### src/rtl/eprisc_io_pkg.sv
// Shared definitions for the epRISC I/O controller host-bus front end:
// framer states, status bit positions, soft-reset address and default slot map.
package eprisc_io_pkg;

  typedef enum logic [2:0] {
    IDLE,
    CMD,
    ISSUE,
    WAIT,
    RESP
  } state_t;

  localparam int STAT_TIMEOUT = 0;
  localparam int STAT_MISS    = 1;
  localparam int STAT_OVERRUN = 2;

  // All-ones address; sliced down to the configured address width by the user
  localparam logic [31:0] SOFT_RESET_ADDR = 32'hFFFF_FFFF;

  localparam int SLOT_GPIO  = 0;
  localparam int SLOT_UART  = 1;
  localparam int SLOT_SPI   = 2;
  localparam int SLOT_VIDEO = 3;
  localparam int SLOT_RAM   = 4;

endpackage

### src/rtl/eprisc_slot_decode.sv
// Combinational address decoder: the upper address bits pick one peripheral
// slot; slot numbers beyond the populated range report a miss.
module eprisc_slot_decode #(
  parameter int ADDR_W    = 15,
  parameter int NUM_SLOTS = 8,
  parameter int SLOT_LOG2 = 4
) (
  input  logic [ADDR_W-1:0]    addr_i,
  output logic [NUM_SLOTS-1:0] slotEnable_o,
  output logic                 miss_o
);

  logic [ADDR_W-1:0] slotIdx;

  assign slotIdx = addr_i >> SLOT_LOG2;

  always_comb begin
    miss_o       = (slotIdx >= ADDR_W'(NUM_SLOTS));
    slotEnable_o = '0;
    for (int i = 0; i < NUM_SLOTS; i++) begin
      slotEnable_o[i] = !miss_o && (slotIdx == ADDR_W'(i));
    end
  end

endmodule

### src/rtl/eprisc_bus_framer.sv
// Byte-serial host-bus framer: gathers a {write, addr, data} command, runs one
// req/ack peripheral transaction with timeout, then returns status and read data.
module eprisc_bus_framer
  import eprisc_io_pkg::*;
#(
  parameter int BEAT_W    = 8,
  parameter int ADDR_W    = 15,
  parameter int DATA_W    = 16,
  parameter int NUM_SLOTS = 8,
  parameter int SLOT_LOG2 = 4,
  parameter int TIMEOUT   = 64
) (
  input  logic                 iClk,
  input  logic                 iRst,
  input  logic                 iSelect,
  input  logic                 iBeatValid,
  input  logic [BEAT_W-1:0]    iMOSI,
  output logic [BEAT_W-1:0]    oMISO,
  output logic                 oRspValid,
  output logic                 oBusy,
  output logic                 oReq,
  input  logic                 iAck,
  output logic                 oWrite,
  output logic [ADDR_W-1:0]    oAddr,
  output logic [DATA_W-1:0]    oWData,
  input  logic [DATA_W-1:0]    iRData,
  output logic [NUM_SLOTS-1:0] oSlotEnable,
  output logic                 oSoftReset
);

  localparam int CMD_W     = 1 + ADDR_W + DATA_W;
  localparam int CMD_BEATS = CMD_W / BEAT_W;
  localparam int RSP_BEATS = 1 + DATA_W / BEAT_W;
  localparam int MAX_BEATS = (CMD_BEATS > RSP_BEATS) ? CMD_BEATS : RSP_BEATS;
  localparam int CNT_W     = $clog2(MAX_BEATS + 1);
  localparam int TO_W      = $clog2(TIMEOUT);

  if ((CMD_W % BEAT_W) != 0 || (DATA_W % BEAT_W) != 0) begin : gBadWidth
    $error("eprisc_bus_framer: command and data widths must be beat aligned");
  end
  if (TIMEOUT < 2) begin : gBadTimeout
    $error("eprisc_bus_framer: TIMEOUT must be 2 or more");
  end

  state_t                state_q;
  logic [CMD_W-BEAT_W-1:0] cmd_q;
  logic [CNT_W-1:0]      beatCnt_q;
  logic [TO_W-1:0]       toCnt_q;
  logic [BEAT_W-1:0]     status_q;
  logic [DATA_W-1:0]     rspBuf_q;
  logic                  abort_q;
  logic [BEAT_W-1:0]     oMISO_q;
  logic                  oRspValid_q, oBusy_q, oReq_q, oWrite_q, oSoftReset_q;
  logic [ADDR_W-1:0]     oAddr_q;
  logic [DATA_W-1:0]     oWData_q;
  logic [NUM_SLOTS-1:0]  oSlotEnable_q;

  logic [CMD_W-1:0]      cmdD;
  logic                  nextWrite, isSoftReset, abortNow;
  logic [ADDR_W-1:0]     nextAddr;
  logic [DATA_W-1:0]     nextData, respData;
  logic [BEAT_W-1:0]     statusBusy, statusTimeout, statusMiss;
  logic [NUM_SLOTS-1:0]  decEnable;
  logic                  decMiss;

  // The incoming beat is merged in front of the shift register so the last
  // beat can be decoded in the same cycle it arrives.
  always_comb begin
    cmdD        = {iMOSI, cmd_q};
    nextWrite   = cmdD[CMD_W-1];
    nextAddr    = cmdD[CMD_W-2:DATA_W];
    nextData    = cmdD[DATA_W-1:0];
    isSoftReset = nextWrite && (nextAddr == SOFT_RESET_ADDR[ADDR_W-1:0]);
    abortNow    = abort_q || !iSelect;
    respData    = oWrite_q ? '0 : iRData;
    statusBusy  = status_q;
    if (iBeatValid) statusBusy[STAT_OVERRUN] = 1'b1;
    statusTimeout = statusBusy;
    statusTimeout[STAT_TIMEOUT] = 1'b1;
    statusMiss = status_q;
    statusMiss[STAT_MISS] = 1'b1;
  end

  eprisc_slot_decode #(
    .ADDR_W   (ADDR_W),
    .NUM_SLOTS(NUM_SLOTS),
    .SLOT_LOG2(SLOT_LOG2)
  ) uDecode (
    .addr_i      (nextAddr),
    .slotEnable_o(decEnable),
    .miss_o      (decMiss)
  );

  always_ff @(posedge iClk or posedge iRst) begin
    if (iRst) begin
      state_q       <= IDLE;
      cmd_q         <= '0;
      beatCnt_q     <= '0;
      toCnt_q       <= '0;
      status_q      <= '0;
      rspBuf_q      <= '0;
      abort_q       <= 1'b0;
      oMISO_q       <= '0;
      oRspValid_q   <= 1'b0;
      oBusy_q       <= 1'b0;
      oReq_q        <= 1'b0;
      oWrite_q      <= 1'b0;
      oAddr_q       <= '0;
      oWData_q      <= '0;
      oSlotEnable_q <= '0;
      oSoftReset_q  <= 1'b0;
    end else begin
      oSoftReset_q <= 1'b0;
      case (state_q)
        IDLE: begin
          if (iSelect) begin
            state_q   <= CMD;
            beatCnt_q <= '0;
            status_q  <= '0;
          end
        end
        CMD: begin
          if (!iSelect) begin
            state_q   <= IDLE;
            beatCnt_q <= '0;
          end else if (iBeatValid) begin
            cmd_q <= cmdD[CMD_W-1:BEAT_W];
            if (beatCnt_q == CNT_W'(CMD_BEATS - 1)) begin
              beatCnt_q <= '0;
              toCnt_q   <= '0;
              abort_q   <= 1'b0;
              if (isSoftReset) begin
                oSoftReset_q <= 1'b1;
                state_q      <= RESP;
                oRspValid_q  <= 1'b1;
                oMISO_q      <= status_q;
                rspBuf_q     <= '0;
              end else if (decMiss) begin
                status_q    <= statusMiss;
                state_q     <= RESP;
                oRspValid_q <= 1'b1;
                oMISO_q     <= statusMiss;
                rspBuf_q    <= '0;
              end else begin
                state_q       <= ISSUE;
                oReq_q        <= 1'b1;
                oBusy_q       <= 1'b1;
                oWrite_q      <= nextWrite;
                oAddr_q       <= nextAddr;
                oWData_q      <= nextData;
                oSlotEnable_q <= decEnable;
              end
            end else begin
              beatCnt_q <= beatCnt_q + CNT_W'(1);
            end
          end
        end
        ISSUE, WAIT: begin
          // Ack is tested before the timeout so a late ack still counts.
          status_q <= statusBusy;
          abort_q  <= abortNow;
          if (iAck || toCnt_q == TO_W'(TIMEOUT - 1)) begin
            oReq_q        <= 1'b0;
            oBusy_q       <= 1'b0;
            oWrite_q      <= 1'b0;
            oAddr_q       <= '0;
            oWData_q      <= '0;
            oSlotEnable_q <= '0;
            beatCnt_q     <= '0;
            if (!iAck) status_q <= statusTimeout;
            if (abortNow) begin
              state_q <= IDLE;
            end else begin
              state_q     <= RESP;
              oRspValid_q <= 1'b1;
              oMISO_q     <= iAck ? statusBusy : statusTimeout;
              rspBuf_q    <= iAck ? respData : '0;
            end
          end else begin
            toCnt_q <= toCnt_q + TO_W'(1);
            state_q <= WAIT;
          end
        end
        RESP: begin
          if (!iSelect || (iBeatValid && beatCnt_q == CNT_W'(RSP_BEATS - 1))) begin
            state_q     <= IDLE;
            oRspValid_q <= 1'b0;
            oMISO_q     <= '0;
            beatCnt_q   <= '0;
          end else if (iBeatValid) begin
            oMISO_q   <= rspBuf_q[BEAT_W-1:0];
            rspBuf_q  <= rspBuf_q >> BEAT_W;
            beatCnt_q <= beatCnt_q + CNT_W'(1);
          end
        end
        default: state_q <= IDLE;
      endcase
    end
  end

  assign oMISO       = oMISO_q;
  assign oRspValid   = oRspValid_q;
  assign oBusy       = oBusy_q;
  assign oReq        = oReq_q;
  assign oWrite      = oWrite_q;
  assign oAddr       = oAddr_q;
  assign oWData      = oWData_q;
  assign oSlotEnable = oSlotEnable_q;
  assign oSoftReset  = oSoftReset_q;

endmodule
### config.mk
export PLATFORM = sky130hd
export DESIGN_NAME = eprisc_bus_framer
export DESIGN_NICKNAME = d
export VERILOG_FILES = /design/src/rtl/eprisc_io_pkg.sv /design/src/rtl/eprisc_slot_decode.sv /design/src/rtl/eprisc_bus_framer.sv
export SDC_FILE = /design/constraint.sdc
export NUM_CORES = 1
export LEC_CHECK = 0
export ABC_AREA = 1
export BUFFER_PORTS_ARGS = -buffer_cell sky130_fd_sc_hd__buf_4
export CAP_MARGIN = 20
export CORE_UTILIZATION = 45
export CTS_CLUSTER_DIAMETER = 200
export DETAILED_ROUTE_END_ITERATION = 6
export GPL_TIMING_DRIVEN = 0
export PLACE_DENSITY_LB_ADDON = 0.05
export RECOVER_POWER = 50
export SYNTH_ARGS = -nofsm -noshare
export SYNTH_HDL_FRONTEND = slang
export SYNTH_SLANG_ARGS = --single-unit
### constraint.sdc
create_clock -name iClk -period 5.94 [get_ports iClk]
set_input_delay 1.188 -clock iClk [delete_from_list [all_inputs] [get_ports iClk]]
set_output_delay 1.188 -clock iClk [all_outputs]
set_load 0.01 [all_outputs]
======== Word level (Yosys, flattened, before mapping) ========
Cells that the tools add are included.
storage, ports and cells
  word-level logic and storage cells ...... 195
  output and inout port bits .............. 52
  input port bits ......................... 29
  bits in registers ....................... 112
operators by class
  bitwise logic cells ..................... 1
  reductions and logical operators ........ 35
  muxes and demuxes ....................... 107
  add/sub/neg operators ................... 2
  magnitude comparators ................... 1
  eq/ne operators ......................... 32
operators with widths
  operator                number
  $mux W16                17
  $mux W8                 17
  $mux W15                6
  $mux W3                 16
  $pmux W16 S3            1
  $pmux W8 S3             2
  $eq A11 B3 Y1 const B   4
  $pmux W16 S2            1
  $pmux W15 S2            1
  $mux W1                 29
  $ne A2 B2 Y1 const B    13
  $mux W6                 4
  $pmux W3 S4             2
  $reduce_and A8 Y1       3
  $eq A11 B2 Y1 const B   2
  $pmux W8 S2             1
  $eq A15 B15 Y1 const B  1
  $logic_not A15 Y1       1
  $eq A3 B2 Y1 const B    4
  $ne A3 B3 Y1 const B    4
  $pmux W6 S2             1
  $reduce_and A4 Y1       3
  $eq A11 B1 Y1 const B   1
  $ge A11 B4 Y1 const B   1
  other kinds (21)        43

======== Depth between registers and ports, before layout ========
Gate-level depths: netlist of the first run.
  depth in word-level cells ............... 9
  mapped depth ............................ 11

======== Cells and area by module ========
A second synthesis of the first run with hierarchy kept.
second synthesis, totals
  cells, all modules ...................... 659
  area, all modules ....................... 5,370.2 um^2
modules (own cells, without submodules)
  module              cells an instance  times used  sequential area each (um^2)  area an instance (um^2)
  eprisc_bus_framer   625                1           2,677.6                      5,191.2
  eprisc_slot_decode  34                 1           0.0                          178.9

======== Least setup slack after synthesis of the first run ========
Ideal clock, no wire load.
  kind .................................... input to register
  from .................................... in iBeatValid
  to ...................................... reg rspBuf_q[0]
  stages on the path ...................... 9
  required time ........................... 5.824 ns
  library setup time ...................... 0.116 ns
  setup slack ............................. 3.770 ns
  arrival ................................. 2.054 ns
  path through ............................ nand3_1 -> nand2_1 -> o21ai_0 -> inv_1 -> nor2_4 -> nand2_4 -> buf_6 -> nand2_1 -> nand2_1
on the way
  cells in the longest elaborated chain, start to end .. 4
ends and longest elaborated chain
  element                                 line                      text
  from (decl)                             eprisc_bus_framer.sv:16   input logic iBeatValid,
  $logic_and A1 B1 Y1                     eprisc_bus_framer.sv:185  if (!iSelect || (iBeatValid && beatCnt_q == CNT_W'(RSP_BEATS - 1))) begin
  $logic_or A1 B1 Y1                      eprisc_bus_framer.sv:185
  $ne A2 B2 Y1 (no source line)           --
  $reduce_and A9 Y1 (no source line) (*)  --
  to (signal assigned)                    eprisc_bus_framer.sv:177  rspBuf_q <= iAck ? respData : '0;
  to (signal assigned)                    eprisc_bus_framer.sv:192  rspBuf_q <= rspBuf_q >> BEAT_W;
  to (decl)                               eprisc_bus_framer.sv:50   logic [DATA_W-1:0] rspBuf_q;
Every way passes the cells marked *; elsewhere a longest branch is shown, timed or not.
A chain may end at the register's enable or synchronous reset.

======== Worst setup path after layout of the first run ========
  from .................................... in iSelect
  to ...................................... reg oMISO_q[0] (netlist: oMISO[0])
on the way
  cells in the longest elaborated chain, start to end .. 4
ends and longest elaborated chain
  element                                                                   line                                               text
  from (decl)                                                               eprisc_bus_framer.sv:15                            input logic iSelect,
  $logic_not A1 Y1                                                          eprisc_bus_framer.sv:74, eprisc_bus_framer.sv:185
  $logic_or A1 B1 Y1, on equally long branches                              eprisc_bus_framer.sv:185, eprisc_bus_framer.sv:74
  $ne A3 B3 Y1 (no source line), or another cell as far along               --
  $reduce_and A8 Y1 (no source line) / $pmux W8 S3 (equally long branches)  --
  to (signal assigned)                                                      eprisc_bus_framer.sv:136                           oMISO_q <= status_q;
  to (signal assigned)                                                      eprisc_bus_framer.sv:176                           oMISO_q <= iAck ? statusBusy : statusTimeout;
  to (signal assigned)                                                      eprisc_bus_framer.sv:191                           oMISO_q <= rspBuf_q[BEAT_W-1:0];
  to (decl)                                                                 eprisc_bus_framer.sv:52                            logic [BEAT_W-1:0] oMISO_q;
Several ways; a longest one is shown, not always the timed one.

==> run metrics, run 1 <==
met2 Use GR 0.3650; Sw Pwr 648.8 uW; Req. time, crit path 6220 ps; Die W approximately 110 um; Yosys reg bits 107; Die Y 107.4 um; sw frac 0.3440; Yosys top cell area share 0.5357; Setup CP Type in -> reg; Post-synth EDFFs 0; reg2reg setup slack between 3000 and 4000 ps; DRC Markers 0; Clock Path Buffers 2; Gate power share 0.245; crit path max fanout 10; RSZ-0062 raised after global routing false; Final Hold Fails 0; arrival time worst endpoint 2960 ps; final critical-path share of the clock period 0.4514; largest net degree at the start of global routing 60; hold buffers post-CTS 0; core box area 0.01084 sq mm; FMAX 373.0 MHz; WL final between 10000 and 15000 um; total nets after synthesis approximately 660; met1 GRT Util 0.2837; vias in the first global route roughly 4.0k; Simple-Gate Fraction of Synth Area 0.3304; crit end category flop; CTS tree done; post-CTS setup buffer count 0; # placed instances 844; initial antenna violation count 0; Compound-Gate Fraction of Synth Area 0.05207; first-pass GRT wire length 19430 um; Overflow after GRT 0; syn_area_per_cell 8.023 sq um; Port Buffers 80; Top FF cell, synth dfrtp_1; main combinational cell family by area after synthesis simple AND/OR/NAND/NOR gates; GR peak layer met2; synthesized area ~0.0050 sq mm; Startpoint Class input pin; Via Count 4184; Reg power frac 0.510; # diodes 0; Post-Synth XOR/XNOR Area 0; largest area contributor in the netlist dfrtp_1; P_int approximately 1.2 mW; clk sink count 107; Ports 81; max-cap viol count 1; Net count, final 749; Post-Syn Instances just over 600; skew final approximately 12 ps; Worst-path clk slew around 100 ps; Slew Viols, Final slightly below 50; Iter 0 DRT Violations between 200 and 250; Area Growth Syn to Fin 18.92%; non-filler instance count after layout 860; layout cells sized above 1 0.1667; CTS Buf Count 9; post-synthesis sequential area ratio 0.5357; clock latency on the worst-skew pair 370 ps; Distinct cells, synth 32; Initial Util 0.4611; # setup viols final 0; area share of fa/ha/maj cells after synthesis 0.01252; mux share of post-synthesis cell area 0; Slew headroom -0.5210; Peak VDD IR 0.1804 mV; YS warnings 0; drt first pass iters 4; Post-CTS Resized 0; Slew @ Worst Pin about 2300 ps; top cells by area, synth dfrtp_1, nand2_1, nand3_1, inv_1, o21ai_0; commonest cells after routing, fill and taps aside nand2_1, dfrtp_1, buf_4; fillers 1089; Rows 38; Placer Congestion roughly 0.87; Setup TNS Final 0 ps; die area 0.01153 sq mm; global routing usage on met3 0.02603; status finished, violations left; most common cell after layout, fill and taps aside nand2_1; vias per inst 4.865; HPWL after DPL around 8400 um; worst min-delay path category reg -> reg; hold_ws 475.9 ps; Async SR Flop Fraction 1.000; Leak 3.254 nW; final worst path period need 2681 ps; clock share of power 0.245; DR WL/cell 13.38 um; CTS H-Tree Depth 3; GRT Total Usage 0.2175; CTS root buf clkbuf_8; violated checks capacitance limit, slew limit; Power per Cell Area 317.3 mW/mm^2; Routed Antenna Nets 0
==> power groups by stage <==
stage / clock (mW) / sequential [mW] / combinational (mW)
detailed placement: 0 / 0.977 / 0.476
global route: 0.502 / 0.981 / 0.528
CTS: 0.474 / 0.964 / 0.478
finish: 0.462 / 0.962 / 0.462
floorplan: 0 / 0.974 / 0.282
global placement: 0 / 0.974 / 0.464
==> Yosys cell counts (all sizes together) (4+ instances only) <==
cell type  instances
buf               13
nor4               5
inv               54
nand3             45
clkbuf             7
dfrtp            107
nor3               5
nor2              50
nand2            276
o21ai             35
nand4              4
a21oi              7
ha                 5
==> logic make-up after synthesis <==
logic type | count (synthesis)
AOI/OAI and AO/OA | 48
adders and majority gates | 5
buffers and inverters | 76
DFF | 107
and+or+nand+nor | 387
==> worst max-delay path: stages <==
cell      delay (ps)
clkbuf_1         190
inv_1            130
o21ai_0          300
nand2_1          140
nor2_4           140
clkbuf_1         420
nand2_2          260
nand2_1          120
nand2_1           50
==> path summary, 6_finish.rpt <==
kind,endpoint,start,cells past startpoint
max in group asynchronous,oAddr[3],iRst,2
worst max register to register,rspBuf_q[4],state_q[2],8
min in group asynchronous,oMISO[3],iRst,2
worst min-delay path,oAddr[11],oAddr[11],2
worst min register to register,oAddr[11],oAddr[11],2
worst max-delay path,oMISO[0],iSelect,9
==> metrics by stage <==
stage / power, mW / area (sq um) / setup WS (ps) / util
after floorplan: 1.256 / 4999 / 1935 / -
after global placement: 1.438 / 5774 / 640.5 / 0.5327
after detailed placement: 1.453 / 5804 / 3336 / 0.5354
after CTS: 1.915 / 6007 / 3690 / 0.5541
after global routing: 2.011 / 5944 / 3095 / 0.5484
final: 1.886 / 5944 / 3259 / 0.5484
==> sequential cells by signal, indices dropped and copies added, names as in the netlist <==
| name | flops |
|---|---|
| abort_q | 1 |
| beatCnt_q | 3 |
| cmd_q | 24 |
| oAddr | 15 |
| oMISO | 8 |
| oReq | 1 |
| oRspValid | 1 |
| oSlotEnable | 8 |
| oSoftReset | 1 |
| oWData | 16 |
| oWrite | 1 |
| rspBuf_q | 16 |
| state_q | 3 |
| status_q | 3 |
| toCnt_q | 6 |
==> layer usage <==
metal,share of wire,vias to the layer above
met3,0.024,16
met5,0,-
met2,0.50,68
met1,0.45,1972
met4,0.020,0
li1,-,2128
==> cell type report <==
cell class | count | area, sq um | area share
timing repair buffer | 81 | 598.1 | 0.1006
inverter | 56 | 211.5 | 0.03557
clock buffer | 10 | 127.6 | 0.02147
multi-input combinational | 440 | 1952 | 0.3284
clock inverter | 6 | 75.07 | 0.01263
tap | 140 | 175.2 | 0.02947
buffer | 20 | 127.6 | 0.02147
sequential | 107 | 2678 | 0.4504
Note: power is estimated with default switching activity, not from simulation.
==> run 2: changes to the inputs <==
==> constraint.sdc (replaced) <==
create_clock -name iClk -period 2.5 [get_ports iClk]
set_input_delay 0.5 -clock iClk [delete_from_list [all_inputs] [get_ports iClk]]
set_output_delay 0.5 -clock iClk [all_outputs]
set_load 0.01 [all_outputs]
==> run 2 against run 1 <==
  * The flow now finishes without violations
  * Clock power rose by 140%
  * Register-to-register slack got worse by 2900 ps
  * Worst hold slack got worse by 150 ps
  * Utilization fell by 0.27 points
  * Global-route usage fell by 0.25 points
  * Combinational power rose by 130%
  * First-iteration DRC count fell by 23%
==> run metrics, run 2 (synthesis results as in run 1) <==
Iter 0 DRT Violations 164; Most flops, register cmd_q; GRT Total Usage 0.2151; Die W 107.4 um; clock latency on the worst-skew pair 380 ps; WL final approximately 11000 um; # setup viols final 0; Clock Path Buffers 2; initial antenna violation count 0; status completed; Die Y 107.4 um; most common cell after layout, fill and taps aside nand2_1; CTS root buf clkbuf_8; Req. time, crit path 2820 ps; final worst path period need 1934 ps; post-CTS setup buffer count 0; Area Growth Syn to Fin 18.35%; max reg flops 24; worst min-delay path category in -> async; crit end category flop; die area 0.01153 sq mm; arrival time worst endpoint between 2000 and 2500 ps; Post-CTS Resized 0; Worst-path clk slew 100 ps; # diodes 0; crit path cell chain inv_2 -> nand2_2 -> nor2_1 -> nand2_2 -> inv_2 -> nor2_4 -> nand3_2 -> buf_2 -> nand2_1 -> nand2_1; Placer Congestion 0.9101; Net count, final 751; Startpoint Class flop; total power 4.485 mW; clk sink count 107; final core utilization 0.5457; largest net degree at the start of global routing 36; PnR worst setup slack 566.3 ps; Power per Cell Area 758.2 mW/mm^2; Port Buffers 80; Via Count between 4k and 5k; crit-path max cell delay 490 ps; core box area 0.01084 sq mm; # placed instances ~850; hold buffers post-CTS 0; crit path max fanout 10; skew final 12.94 ps; final critical-path share of the clock period 0.7735; first-pass GRT wire length 19270 um; FMAX ~520 MHz; Initial Util 0.4611; DR WL/cell 13.32 um; commonest cells after routing, fill and taps aside nand2_1, dfrtp_1, buf_4; vias in the first global route ~4.1k; HPWL after DPL 8602 um; vias per inst 4.864; Slew @ Worst Pin roughly 1100 ps; CTS H-Tree Depth 3; Setup CP Type reg -> reg; DRC Markers 0; RSZ-0062 raised after global routing false; Rows 38; Slew Viols, Final 0; Leak around 3.2 nW; Critical Path Source state_q[2]; CTS Buf Count 9; R2R Path Start state_q[2]; max-cap viol count 0; Ports 81; Placement Setup Slack 579.1 ps; layout cells sized above 1 0.1551; non-filler instance count after layout 862; Slew headroom 0.2780; CTS tree done; Crit-path slowest cell dfrtp_1; Final Hold Fails 0; Overflow after GRT 0; Routed Antenna Nets 0; drt first pass iters 4; Peak VDD IR between 0.3 and 0.4 mV
-- run 2: cell count changes in the layout (fill, tap and decap cells not counted), moves of 2 or more --
| cell | before | now |
|---|---|---|
| nand3_1 | 44 | 42 |
| buf_4 | 74 | 57 |
| clkinv_4 | 3 | 1 |
| clkbuf_1 | 18 | 32 |
| nand3_2 | 0 | 2 |
| clkbuf_2 | 0 | 2 |
-- run 2: cell type report --
type,instances,area [sq um]
Timing Repair Buffer,83,536.8
Buffer,20,136.4
Clock inverter,7,82.58
Multi-Input combinational cell,440,1972
Fill cell,1075,4925
Inverter,56,211.5
Sequential cell,107,2678
Clock buffer,9,123.9
Tap cell,140,175.2
-- run 2: critical path, delay by kind of cell (launching register included) --
kind	cells	cell delay, ps
buffers and inverters	3	470
DFF	1	490
and+or+nand+nor	7	900
-- run 2: per-stage QoR --
step                      TNS [ps]  area [sq um]  hold WS (ps)
after detailed placement         0          5838         453.8
after CTS                        0          6045         194.0
after global placement       -3412          5778         451.6
final                            0          5916         321.2
after floorplan                  0          5002         441.9
after global routing             0          5916         361.0
-- run 2: report_power, final --
part | switching [mW] | internal (mW)
combinational | 0.690 | 0.392
clock | 0.632 | 0.481
sequential | 0.243 | 2.05
-- run 2: path summary, 6_finish.rpt --
check	to	cells past startpoint	slack, ps
worst min-delay path	toCnt_q[1]	2	320
max in group asynchronous	cmd_q[0]	3	830
worst max register to register	oAddr[4]	10	570
min in group iClk	oWrite	3	370
worst max-delay path	oAddr[4]	10	570
worst min register to register	oAddr[14]	2	480
-- run 2: layer usage --
layer,GRT usage,share of wire
met1,0.2729,0.44
met2,0.3687,0.51
met3,0.02845,0.037
met4,0.09100,0.011
met5,0,0
